[src/rtl/demux1to4_buf.sv]
// ============================================================================
// Module      : demux1to4_buf
// Description : Buffered 1-to-4 demultiplexer. One input word per cycle is
//               steered by in_sel into one of four independent lane FIFOs,
//               each with its own valid/ready output handshake, so a stalled
//               destination never blocks the other lanes.
//               Optional feature macro: DEMUX_LEVEL_EN (adds lane_level port
//               carrying each lane's registered occupancy count).
// Revision    : 1.0 - initial release
// ============================================================================
`default_nettype none

module demux1to4_buf #(
    parameter int WIDTH = 32,
    parameter int DEPTH = 2
) (
    input  logic                   clk,
    input  logic                   reset,
    input  logic                   in_valid,
    output logic                   in_ready,
    input  logic [1:0]             in_sel,
    input  logic [WIDTH-1:0]       in_data,
    output logic [3:0]             out_valid,
    input  logic [3:0]             out_ready,
    output logic [4*WIDTH-1:0]     out_data
`ifdef DEMUX_LEVEL_EN
    ,
    output logic [4*($clog2(DEPTH)+1)-1:0] lane_level
`endif
);

    localparam int CW = $clog2(DEPTH) + 1;
    localparam int PW = $clog2(DEPTH);
    localparam logic [CW-1:0] C_FULL_COUNT = CW'(DEPTH);

    logic [3:0] lane_full;

    // Input is refused purely on registered fullness of the addressed lane;
    // a same-cycle pop on that lane does not open it up.
    assign in_ready = ~lane_full[in_sel];

    for (genvar k = 0; k < 4; k++) begin : g_lane
        logic [WIDTH-1:0] mem_q [DEPTH];
        logic [WIDTH-1:0] mem_d [DEPTH];
        logic [PW-1:0]    rd_ptr_q, rd_ptr_d;
        logic [PW-1:0]    wr_ptr_q, wr_ptr_d;
        logic [CW-1:0]    count_q,  count_d;
        logic             push;
        logic             pop;

        assign lane_full[k] = (count_q == C_FULL_COUNT);
        assign push         = in_valid & in_ready & (in_sel == 2'(k));
        assign pop          = out_valid[k] & out_ready[k];

        assign out_valid[k]                = (count_q != '0);
        assign out_data[k*WIDTH +: WIDTH]  = mem_q[rd_ptr_q];

        // Next-state for this lane: write at wr_ptr, read at rd_ptr, count tracks net change
        always_comb begin
            mem_d    = mem_q;
            rd_ptr_d = rd_ptr_q;
            wr_ptr_d = wr_ptr_q;
            count_d  = count_q;
            if (push) begin
                mem_d[wr_ptr_q] = in_data;
                wr_ptr_d        = wr_ptr_q + PW'(1);
            end
            if (pop) begin
                rd_ptr_d = rd_ptr_q + PW'(1);
            end
            case ({push, pop})
                2'b10:   count_d = count_q + CW'(1);
                2'b01:   count_d = count_q - CW'(1);
                default: count_d = count_q;
            endcase
        end

        // Lane state register; storage is cleared too so out_data reads 0 after reset
        always_ff @(posedge clk or posedge reset) begin
            if (reset) begin
                for (int i = 0; i < DEPTH; i++) begin
                    mem_q[i] <= '0;
                end
                rd_ptr_q <= '0;
                wr_ptr_q <= '0;
                count_q  <= '0;
            end else begin
                mem_q    <= mem_d;
                rd_ptr_q <= rd_ptr_d;
                wr_ptr_q <= wr_ptr_d;
                count_q  <= count_d;
            end
        end

`ifdef DEMUX_LEVEL_EN
        assign lane_level[k*CW +: CW] = count_q;
`endif
    end

endmodule

`default_nettype wire

[config.mk]
export PLATFORM = sky130hd
export DESIGN_NAME = demux1to4_buf
export DESIGN_NICKNAME = d
export VERILOG_FILES = /design/src/rtl/demux1to4_buf.sv
export SDC_FILE = /design/constraint.sdc
export NUM_CORES = 1
export LEC_CHECK = 0
export ABC_CLOCK_PERIOD_IN_PS = 13430
export CAP_MARGIN = 20
export CORE_MARGIN = 1.5
export CORE_UTILIZATION = 39
export CTS_CLUSTER_SIZE = 24
export DETAILED_ROUTE_END_ITERATION = 16
export PLACE_DENSITY_LB_ADDON = 0.1
export SYNTH_ARGS = -nofsm -noshare
export SYNTH_HDL_FRONTEND = slang
export SYNTH_SLANG_ARGS = --single-unit
[constraint.sdc]
create_clock -name clk -period 13.43 [get_ports clk]
set_clock_uncertainty 0.05 [all_clocks]
set_input_delay 2.686 -clock clk [delete_from_list [all_inputs] [get_ports clk]]
set_output_delay 2.686 -clock clk [all_outputs]
set_load 0.005 [all_outputs]
### Word level (Yosys, flattened, before mapping)

Cells that the tools add are included.

* add/sub/neg operators: 16
* magnitude comparators: 13
* equal/unequal tests: 15
* multiplexer cells: 30
* bitwise logic cells: 18
* reduce and logical (&&, ||, !) cells: 13

Operator list (count)
* $mux 32: 16
* $bwmux 64: 4
* $demux 32 s1: 4
* $eq 2x2->1 const B: 10
* $ge 2x2->1 const B: 8
* $not 1->2: 8
* $pmux 2 s2: 4
* $reduce_bool 2->1: 8
* $eq 2x1->1 const B: 5
* $and 1x1->1: 9
* $add 1x1->1 const B: 8
* $add 2x1->2 const B: 4
* $lt 2x1->1 const B: 4
* $sub 2x1->2 const B: 4
* $logic_and 1x1->1: 4
* $lt 2x3->1 const B: 1
* $bmux 1 s2: 1
* $logic_not 2->1: 1
* $mux 1: 1
* $not 1->1: 1

* register bits after elaboration: 272
* bits of input ports: 41
* logic and storage cells: 125

### Longest topological paths before layout

Gate-level depths: netlist of run 1.

* depth after elaboration: 8
* gate-level depth with buffers: 7
* mapped depth without buffers: 6

### Worst setup path after synthesis of run 1

No wires, ideal clock.

* path type: input-to-output
* from: input port in_sel[1]
* to: output port in_ready
* arrival: 3164 ps
* data required time: 10694 ps
* slack: 7530 ps
* stages on the path: 1
* path through: mux4_2

* cells in the longest elaborated chain, start to end: 3

RTL lines
* start: declaration: line 21 `input logic [1:0] in_sel,`
* $bmux 1 s2: line 40 `assign in_ready = ~lane_full[in_sel];`
* $mux 1 (implied by the code): line 40
* $not 1->1: line 40
* end: declaration: line 20 `output logic in_ready,`

Every way passes these cells. The select of a mux whose other input is x is not followed.

### Worst setup path in the final report of run 1

* from: input port in_sel[0]
* to: output port in_ready

Same word-level chain as after synthesis.

==> metrics.yaml, run 1 <==
place_area_um2: 14100
die_height_um: 178
critPathMaxFanout: 13
cts_max_path_buffers: 3
hpwl_mm: 17.9
ys_async_sr_fraction_pct: 100
num_io_pins: 174
drt_iter0_drc: 294
hold_viol: 0
crit_start: "in_sel[0]"
synth_cell_types: 29
grt_setup_unrepaired: "false"
synth_edf_count: 0
grt_usage_pct: 18.7
io_buffers: 173
grt_max_degree: 118
yosysWarnings: 0
ctsHoldBuffers: 0
clock-sinks: 272
die_w_um: 178
r2r-end: "g_lane[3].mem_q[35]"
p_comb_share_pct: 40.3
tns_ns: 0
syn-instance-count: 760
crit-reg2reg-launch: "g_lane[3].count_q[1]"
slew_headroom_pct: 27.9
dieArea_um2: 31700
seq_power_share_pct: 37.9
power_leakage_nw: 6.53
cp_num_cells: 3
max_stage_delay_ns: 0.75
path_cells: "clkdlybuf4s50_1 > mux4_2 > clkdlybuf4s50_1"
stdcell_count: 1348
drive_gt1_share_pct: 45.3
core-area_um2: 29900
postCtsSetupRepairBufs: 0
worstSkewPairLatency_ns: 0.54
num_rows: 63
syn-num-nets: 805
cts_tree: "done"
hold_class: "flip-flop to flip-flop"
p_int_mw: 2.91
seq_area_frac_synth_pct: 57.0
maxSlewViolCount: 0
netlist.area_leader.share_pct: 57.0
dp_cells: 1291
cp_slowest_cell: "clkdlybuf4s50_1"
fmax_mhz: 142
p_per_area_nw_per_um2: 266
final_common_cell: "mux2_2"
finalCriticalPeriod_ns: 7.04
fin_nets: 979
final_cell_area_um2: 15200
ys_ff_latch: 272
peakVddDrop_mv: 0.132
status: "finished clean"
num_vias: 6875
switchingPower_mw: 1.13
wl_per_cell_um: 21.1
viasPerCell: 5.10
p_sw_share_pct: 28.0
max-cap-violations: 0
route.detailed.drc: 0
crit_buf_inv: 2
antenna_left: 0
start_util_pct: 40.0
path_class: "input pin to output pin"
worstRegToRegCells: 4
cts-buffers-inserted: 30
tightest_slew_ns: 1.08
path_common_cell: "clkdlybuf4s50_1"
clkSlewWorstSetupHoldPaths_ns: 0.06
area_delta_synth_final_pct: 27.5
finalSetupViolations: 0
cp-start-kind: "input pin"
overflow: 0
worstSetupEndpoint: "in_ready"
finalWirelength_mm: 28.5
p_clk_share_pct: 21.7
crit_family: "buffers and inverters"
grt_pass1_vias: 7811
n_antenna_cell: 0
worstPathArrival_ns: 4.30
mostFrequentLayoutCells: "322 x mux2_2, 268 x dfrtp_1, 173 x clkdlybuf4s50_1"
fin_crit_sh_pct: 52.4
required_ns: 10.69
syn_area_per_cell_um2: 15.7
r2r_slack_ns: 10.78
synth_flop_cell: "dfrtp_1"
endpoint_kind: "output pin"
grt_pass1_wl_mm: 45.4
grt_antenna_before_repair: 0
min_from: "g_lane[2].mem_q[15]"
htree_levels: 1
syn-cell-area_um2: 11900
dr.pass1.iters: 4
cts_resized: 0
synthTopCellsByArea: "dfrtp_1 57%, mux2_2 30%, mux2_4 3.8%"
cts_root_buf: "clkbuf_16"
yosys.area.top_type: "dfrtp_1"
place.gp.congestion: 0.709
[per-stage QoR]
stage	power [mW]	setup slack [ns]	hold WS, ns	util [%]
detailed placement	3.20	6.39	0.418	47.2
CTS	4.11	6.37	0.431	50.8
global placement	3.13	6.40	0.412	47.0
global route	4.30	6.32	0.447	50.9
floorplan	2.31	3.20	0.397	-
finish	4.04	6.39	0.427	50.9
[flip-flops by register name, indices dropped and copies added, names as in the netlist]
signal	flops
g_lane.rd_ptr_q	4
g_lane.wr_ptr_q	4
g_lane.mem_q	256
g_lane.count_q	8
[per-layer routing]
layer,track usage (%),share of wire (%),wire [um],up-vias
met2,31.6,50,14200,138
met1,24.9,44,12500,3633
li1,-,-,-,3067
met3,3.58,4.6,1310,37
met5,0,0,0,-
met4,4.10,1.6,464,0
[cells in the mapped netlist (4+ instances only)]
cell and count:
mux2_2 322, dfrtp_1 272, mux2_1 32, mux2_4 30, buf_2 20, clkbuf_1 18, xnor2_1 12, xor2_1 8
nor2_1 5, and2_1 4, ha_1 4, or2_2 4
[cell families after synthesis]
| kind of cell | count (synthesis) | share of synthesized area (%) |
|---|---|---|
| buf+inv | 46 | 1.94 |
| xor+xnor | 20 | 1.47 |
| mux | 385 | 37.4 |
| flops | 272 | 57.0 |
| simple gates | 33 | 1.80 |
| fa+ha+maj | 4 | 0.419 |
[how the worst min path moves through the flow]
stage,end,slack (ns),cells after the start
finish,g_lane[2].mem_q[15],0.43,1
global route,g_lane[2].mem_q[15],0.45,1
CTS,g_lane[2].mem_q[15],0.43,1
detailed placement,g_lane[2].mem_q[15],0.42,1
global placement,g_lane[1].mem_q[7],0.41,1
floorplan,g_lane[2].count_q[1],0.40,1
[power groups by stage]
stage / Clock, mW / Combinational, mW / Sequential (mW)
final: 0.879 / 1.63 / 1.53
after global routing: 0.939 / 1.76 / 1.60
after CTS: 0.903 / 1.67 / 1.54
after detailed placement: 0 / 1.65 / 1.55
after global placement: 0 / 1.62 / 1.51
after floorplan: 0 / 0.937 / 1.38
[final cells by class]
cell class,count,area [um2]
clock buffers,45,928
clock inverters,11,160
fillers,2471,14700
inverters,2,15.0
multi-input cells,442,4930
flip-flops and latches,272,6810
well taps,390,488
repair buffers,186,1880
Note: power is estimated with default switching activity, not from simulation.
==> run 2, diff against run 1 <==
- ABC_CLOCK_PERIOD_IN_PS: 13430 -> 5800
- clock period: 13.43 -> 5.8 ns (I/O delays scaled with it)
==> run 2 against run 1 <==
Compared with the run above:
- first-iteration DRC count fell by 13%
- cell area fell by 0.71%
- power rose by 130%
- via count fell by 0.89%
- worst setup slack got worse by 4.6 ns
- sequential power rose by 130%
- register-to-register slack got worse by 7.3 ns
- count of clock-buffer cells in the layout rose by 6
- final cell count fell by 0.22%
- routed wire length fell by 0.22%
- clock power rose by 110%
- global-route usage fell by 0.14 points
- critical path type unchanged
- critical endpoint unchanged
- largest cell class unchanged
==> metrics.yaml, run 2 (same netlist as run 1, synthesis figures left out) <==
path_common_cell: "clkdlybuf4s50_1"
die_w_um: 178
worstSkewPairLatency_ns: 0.54
slew_headroom_pct: 29.8
critPathMaxFanout: 13
route.detailed.drc: 0
maxSlewViolCount: 0
grt_setup_unrepaired: "false"
status: "finished clean"
dieArea_um2: 31700
top_register: "g_lane.mem_q"
num_rows: 63
grt_pass1_vias: 7781
cts_root_buf: "clkbuf_16"
power_leakage_nw: 6.47
stdcell_count: 1345
cts_tree: "done"
post-route-util_pct: 50.6
viasPerCell: 5.07
place_area_um2: 14100
final_cell_area_um2: 15100
postCtsSetupRepairBufs: 0
finalCriticalPeriod_ns: 3.99
io_buffers: 173
cts_resized: 0
path_cells: "clkdlybuf4s50_1 > mux4_2 > clkdlybuf4s50_1"
max_stage_delay_ns: 0.76
switchingPower_mw: 2.59
dr.pass1.iters: 4
hold_viol: 0
path_class: "input pin to output pin"
cp-start-kind: "input pin"
drive_gt1_share_pct: 44.3
grt_max_degree: 113
crit_buf_inv: 2
num_vias: 6814
p_clk_share_pct: 20.1
fmax_mhz: 251
endpoint_kind: "output pin"
peakVddDrop_mv: 0.257
grt_usage_pct: 18.6
cts-buffers-inserted: 30
core-area_um2: 29900
die_height_um: 178
hold_class: "flip-flop to flip-flop"
tns_ns: 0
mostFrequentLayoutCells: "322 x mux2_2, 268 x dfrtp_1, 173 x clkdlybuf4s50_1"
hold_ws_ns: 0.430
cp_slowest_cell: "clkdlybuf4s50_1"
place.gp.congestion: 0.739
p_sw_share_pct: 28.2
grt_pass1_wl_mm: 45.0
n_antenna_cell: 0
crit_family: "buffers and inverters"
start_util_pct: 40.0
worstPathArrival_ns: 2.78
reg_top3: "g_lane.mem_q: 256 flops, g_lane.count_q: 8 flops"
fin_crit_sh_pct: 68.7
clkSlewWorstSetupHoldPaths_ns: 0.06
drt_iter0_drc: 256
finalSetupViolations: 0
grt_antenna_before_repair: 0
largest_register_ffs: 256
area_delta_synth_final_pct: 26.6
ctsHoldBuffers: 0
required_ns: 4.59
num_io_pins: 174
cts_max_path_buffers: 3
fin_nets: 979
p_per_area_nw_per_um2: 608
tightest_slew_ns: 1.05
p_comb_share_pct: 41.2
wl_per_cell_um: 21.1
clock-sinks: 272
seq_power_share_pct: 38.7
htree_levels: 1
dp_cells: 1291
hpwl_mm: 18.2
overflow: 0
max-cap-violations: 0
final_common_cell: "mux2_2"
finalWirelength_mm: 28.4
fin_ws_ns: 1.81
p_int_mw: 6.59
fillers: 2499
antenna_left: 0
dpl_worst_slack_ns: 1.81
power_mw: 9.18
-- run 2: final timing paths --
kind / from / endpoint / slack, ns / cells after the start
worst max-delay path: in_sel[0] / in_ready / 1.81 / 3
worst min-delay path: g_lane[1].mem_q[5] / g_lane[1].mem_q[5] / 0.43 / 1
worst max register to register: g_lane[2].count_q[1] / g_lane[2].mem_q[62] / 3.48 / 4
worst min register to register: g_lane[1].mem_q[5] / g_lane[1].mem_q[5] / 0.43 / 1
max in group asynchronous: reset / g_lane[0].mem_q[59] / 3.63 / 4
min in group asynchronous: reset / g_lane[1].rd_ptr_q / 0.87 / 2
-- run 2: final cells by class --
cell class | instances | area [um2] | area share [%]
multi-input combinational | 442 | 4930 | 32.6
tap | 390 | 488 | 3.23
clock buffer | 51 | 931 | 6.16
clock inverter | 2 | 38.8 | 0.257
inverter | 2 | 11.3 | 0.0745
sequential | 272 | 6810 | 45.1
timing repair buffer | 186 | 1900 | 12.6
-- run 2: per-layer routing --
layer  up-vias  part of all wire (%)  global-route usage [%]
li1       3055                     -                       -
met3        42                   4.5                    3.06
met2       143                    50                    32.1
met4         0                   1.7                    4.13
met1      3574                    44                    24.4
met5         -                     0                       0
-- run 2: power by group through the flow --
stage          Combinational [mW]  Clock [mW]  Sequential (mW)
6_report                     3.78        1.85             3.55
5_1_grt                      4.07        1.99             3.70
4_1_cts                      3.85        1.91             3.57
3_5_place_dp                 3.82           0             3.59
3_3_place_gp                 3.75           0             3.51
2_1_floorplan                2.17           0             3.19
-- run 2: worst reg2reg max path: stages, from the launching register on --
cell and delay, ns:
dfrtp_1 0.40, nor2b_1 0.20, or4_2 0.91, buf_12 0.30
mux2_1 0.34
==> run 3, diff against run 2 <==
- ABC_CLOCK_PERIOD_IN_PS: 5800 -> 3220
- clock period: 5.8 -> 3.22 ns (I/O delays scaled with it)
==> run 3 against run 2 <==
Compared with the run above:
- power increased by 85%
- sequential share of layout area decreased by 0.84 points
- critical endpoint is now out_data[48]
- final cell count increased by 1.5%
- highest routed layer unchanged
- clock power increased by 98%
- critical path depth unchanged
- non-clock buffer count increased by 19
- utilization increased by 0.96 points
- hold slack got worse by 0.0010 ns
- worst setup slack got worse by 1.7 ns
- sequential power increased by 74%
- count of clock-buffer cells in the layout decreased by 8
- routed wire length increased by 1.5%
==> metrics.yaml, run 3 (same netlist as run 1, synthesis figures left out) <==
status: "finished clean"
tightest_slew_ns: 0.818
crit_family: "flip-flops"
cts_resized: 0
die_w_um: 178
route.detailed.drc: 0
drt_iter0_drc: 219
postCtsSetupRepairBufs: 0
max_stage_delay_ns: 0.73
hold_class: "flip-flop to flip-flop"
finalWirelength_mm: 28.8
crit_buf_inv: 2
overflow: 0
maxSlewViolCount: 0
largest_register_ffs: 256
num_io_pins: 174
grt_max_degree: 65
hold_ws_ns: 0.429
cts_max_path_buffers: 3
reg_top3: "g_lane.mem_q: 256 flops, g_lane.count_q: 8 flops"
grt_setup_unrepaired: "false"
cts_tree: "done"
num_rows: 63
final_common_cell: "mux2_2"
htree_levels: 1
peakVddDrop_mv: 0.529
endpoint_kind: "output pin"
ctsHoldBuffers: 0
fmax_mhz: 323
power_mw: 17.0
worstSetupEndpoint: "out_data[48]"
clkSlewWorstSetupHoldPaths_ns: 0.06
n_antenna_cell: 0
path_cells: "buf_12 > mux2_2 > clkdlybuf4s50_1"
grt_usage_pct: 18.8
mostFrequentLayoutCells: "322 x mux2_2, 268 x dfrtp_1, 173 x clkdlybuf4s50_1"
r2r-end: "g_lane[2].mem_q[50]"
fin_crit_sh_pct: 96.1
start_util_pct: 40.0
worstSkewPairLatency_ns: 0.54
io_buffers: 173
grt_pass1_wl_mm: 45.4
critPathMaxFanout: 17
dr.pass1.iters: 4
required_ns: 2.53
slew_headroom_pct: 45.3
fillers: 2510
grt_pass1_vias: 7772
crit_start: "g_lane[1].rd_ptr_q"
path_class: "flip-flop to output pin"
hpwl_mm: 19.5
die_height_um: 178
cp_num_cells: 3
cts-buffers-inserted: 30
cp-start-kind: "flip-flop"
wl_per_cell_um: 21.1
drive_gt1_share_pct: 46.5
clock-sinks: 272
worstPathArrival_ns: 2.40
grt_antenna_before_repair: 0
r2r_slack_ns: 1.23
p_per_area_nw_per_um2: 1100
core-area_um2: 29900
dieArea_um2: 31700
antenna_left: 0
top_register: "g_lane.mem_q"
area_delta_synth_final_pct: 29.0
worstRegToRegCells: 4
fin_nets: 998
cp_slowest_cell: "dfrtp_2"
finalSetupViolations: 0
num_vias: 6906
hold_viol: 0
place.gp.congestion: 0.748
cts_root_buf: "clkbuf_16"
finalCriticalPeriod_ns: 3.09
viasPerCell: 5.06
power_leakage_nw: 6.63
max-cap-violations: 0
crit-reg2reg-launch: "g_lane[2].count_q[1]"
-- run 3: layer usage --
metal / track usage (%) / share of wire (%) / vias up
li1: - / - / 3092
met1: 25.1 / 45 / 3637
met2: 31.9 / 49 / 141
met3: 3.26 / 4.3 / 36
met4: 3.85 / 1.6 / 0
met5: 0 / 0 / -
-- run 3: per-stage QoR --
stage	setup TNS (ns)	util, %	std cells	setup WS [ns]	area (um2)
after CTS	0	51.5	1365	0.0817	15400
final	0	51.5	1365	0.125	15400
after detailed placement	0	47.9	1311	0.297	14300
after global placement	0	47.9	1311	0.287	14300
after global routing	0	51.5	1365	0.0420	15400
after floorplan	-290.88	-	760	-1.07	11900
-- run 3: how the worst min path moves through the flow --
stage	cells past startpoint	end	start
3_5_place_dp	1	g_lane[1].mem_q[2]	g_lane[1].mem_q[2]
2_1_floorplan	1	g_lane[2].count_q[1]	g_lane[2].count_q[1]
4_1_cts	1	g_lane[1].wr_ptr_q	g_lane[1].wr_ptr_q
6_report	1	g_lane[1].mem_q[21]	g_lane[1].mem_q[21]
5_1_grt	1	g_lane[1].mem_q[8]	g_lane[1].mem_q[8]
3_3_place_gp	1	g_lane[2].mem_q[7]	g_lane[2].mem_q[7]
-- run 3: where the power goes --
group | internal [mW] | switching, mW
combinational | 4.81 | 2.34
sequential | 5.13 | 1.06
clock | 2.29 | 1.37
total | 12.2 | 4.77
-- run 3: cell type report --
type                       instances  area (um2)  area share (%)
sequential                       272        6810            44.2
multi-input combinational        442        4930            32.0
timing repair buffer             205        2070            13.5
clock buffer                      43         921            5.98
tap                              390         488            3.17
clock inverter                    11         164            1.06
inverter                           2        11.3          0.0731
-- run 3: worst register-to-register path: cells and delay by family, from the launching register on --
family        cells  cell delay, ns
buf+inv           1            0.27
mux               1            0.35
flops             1            0.40
simple gates      2            0.79
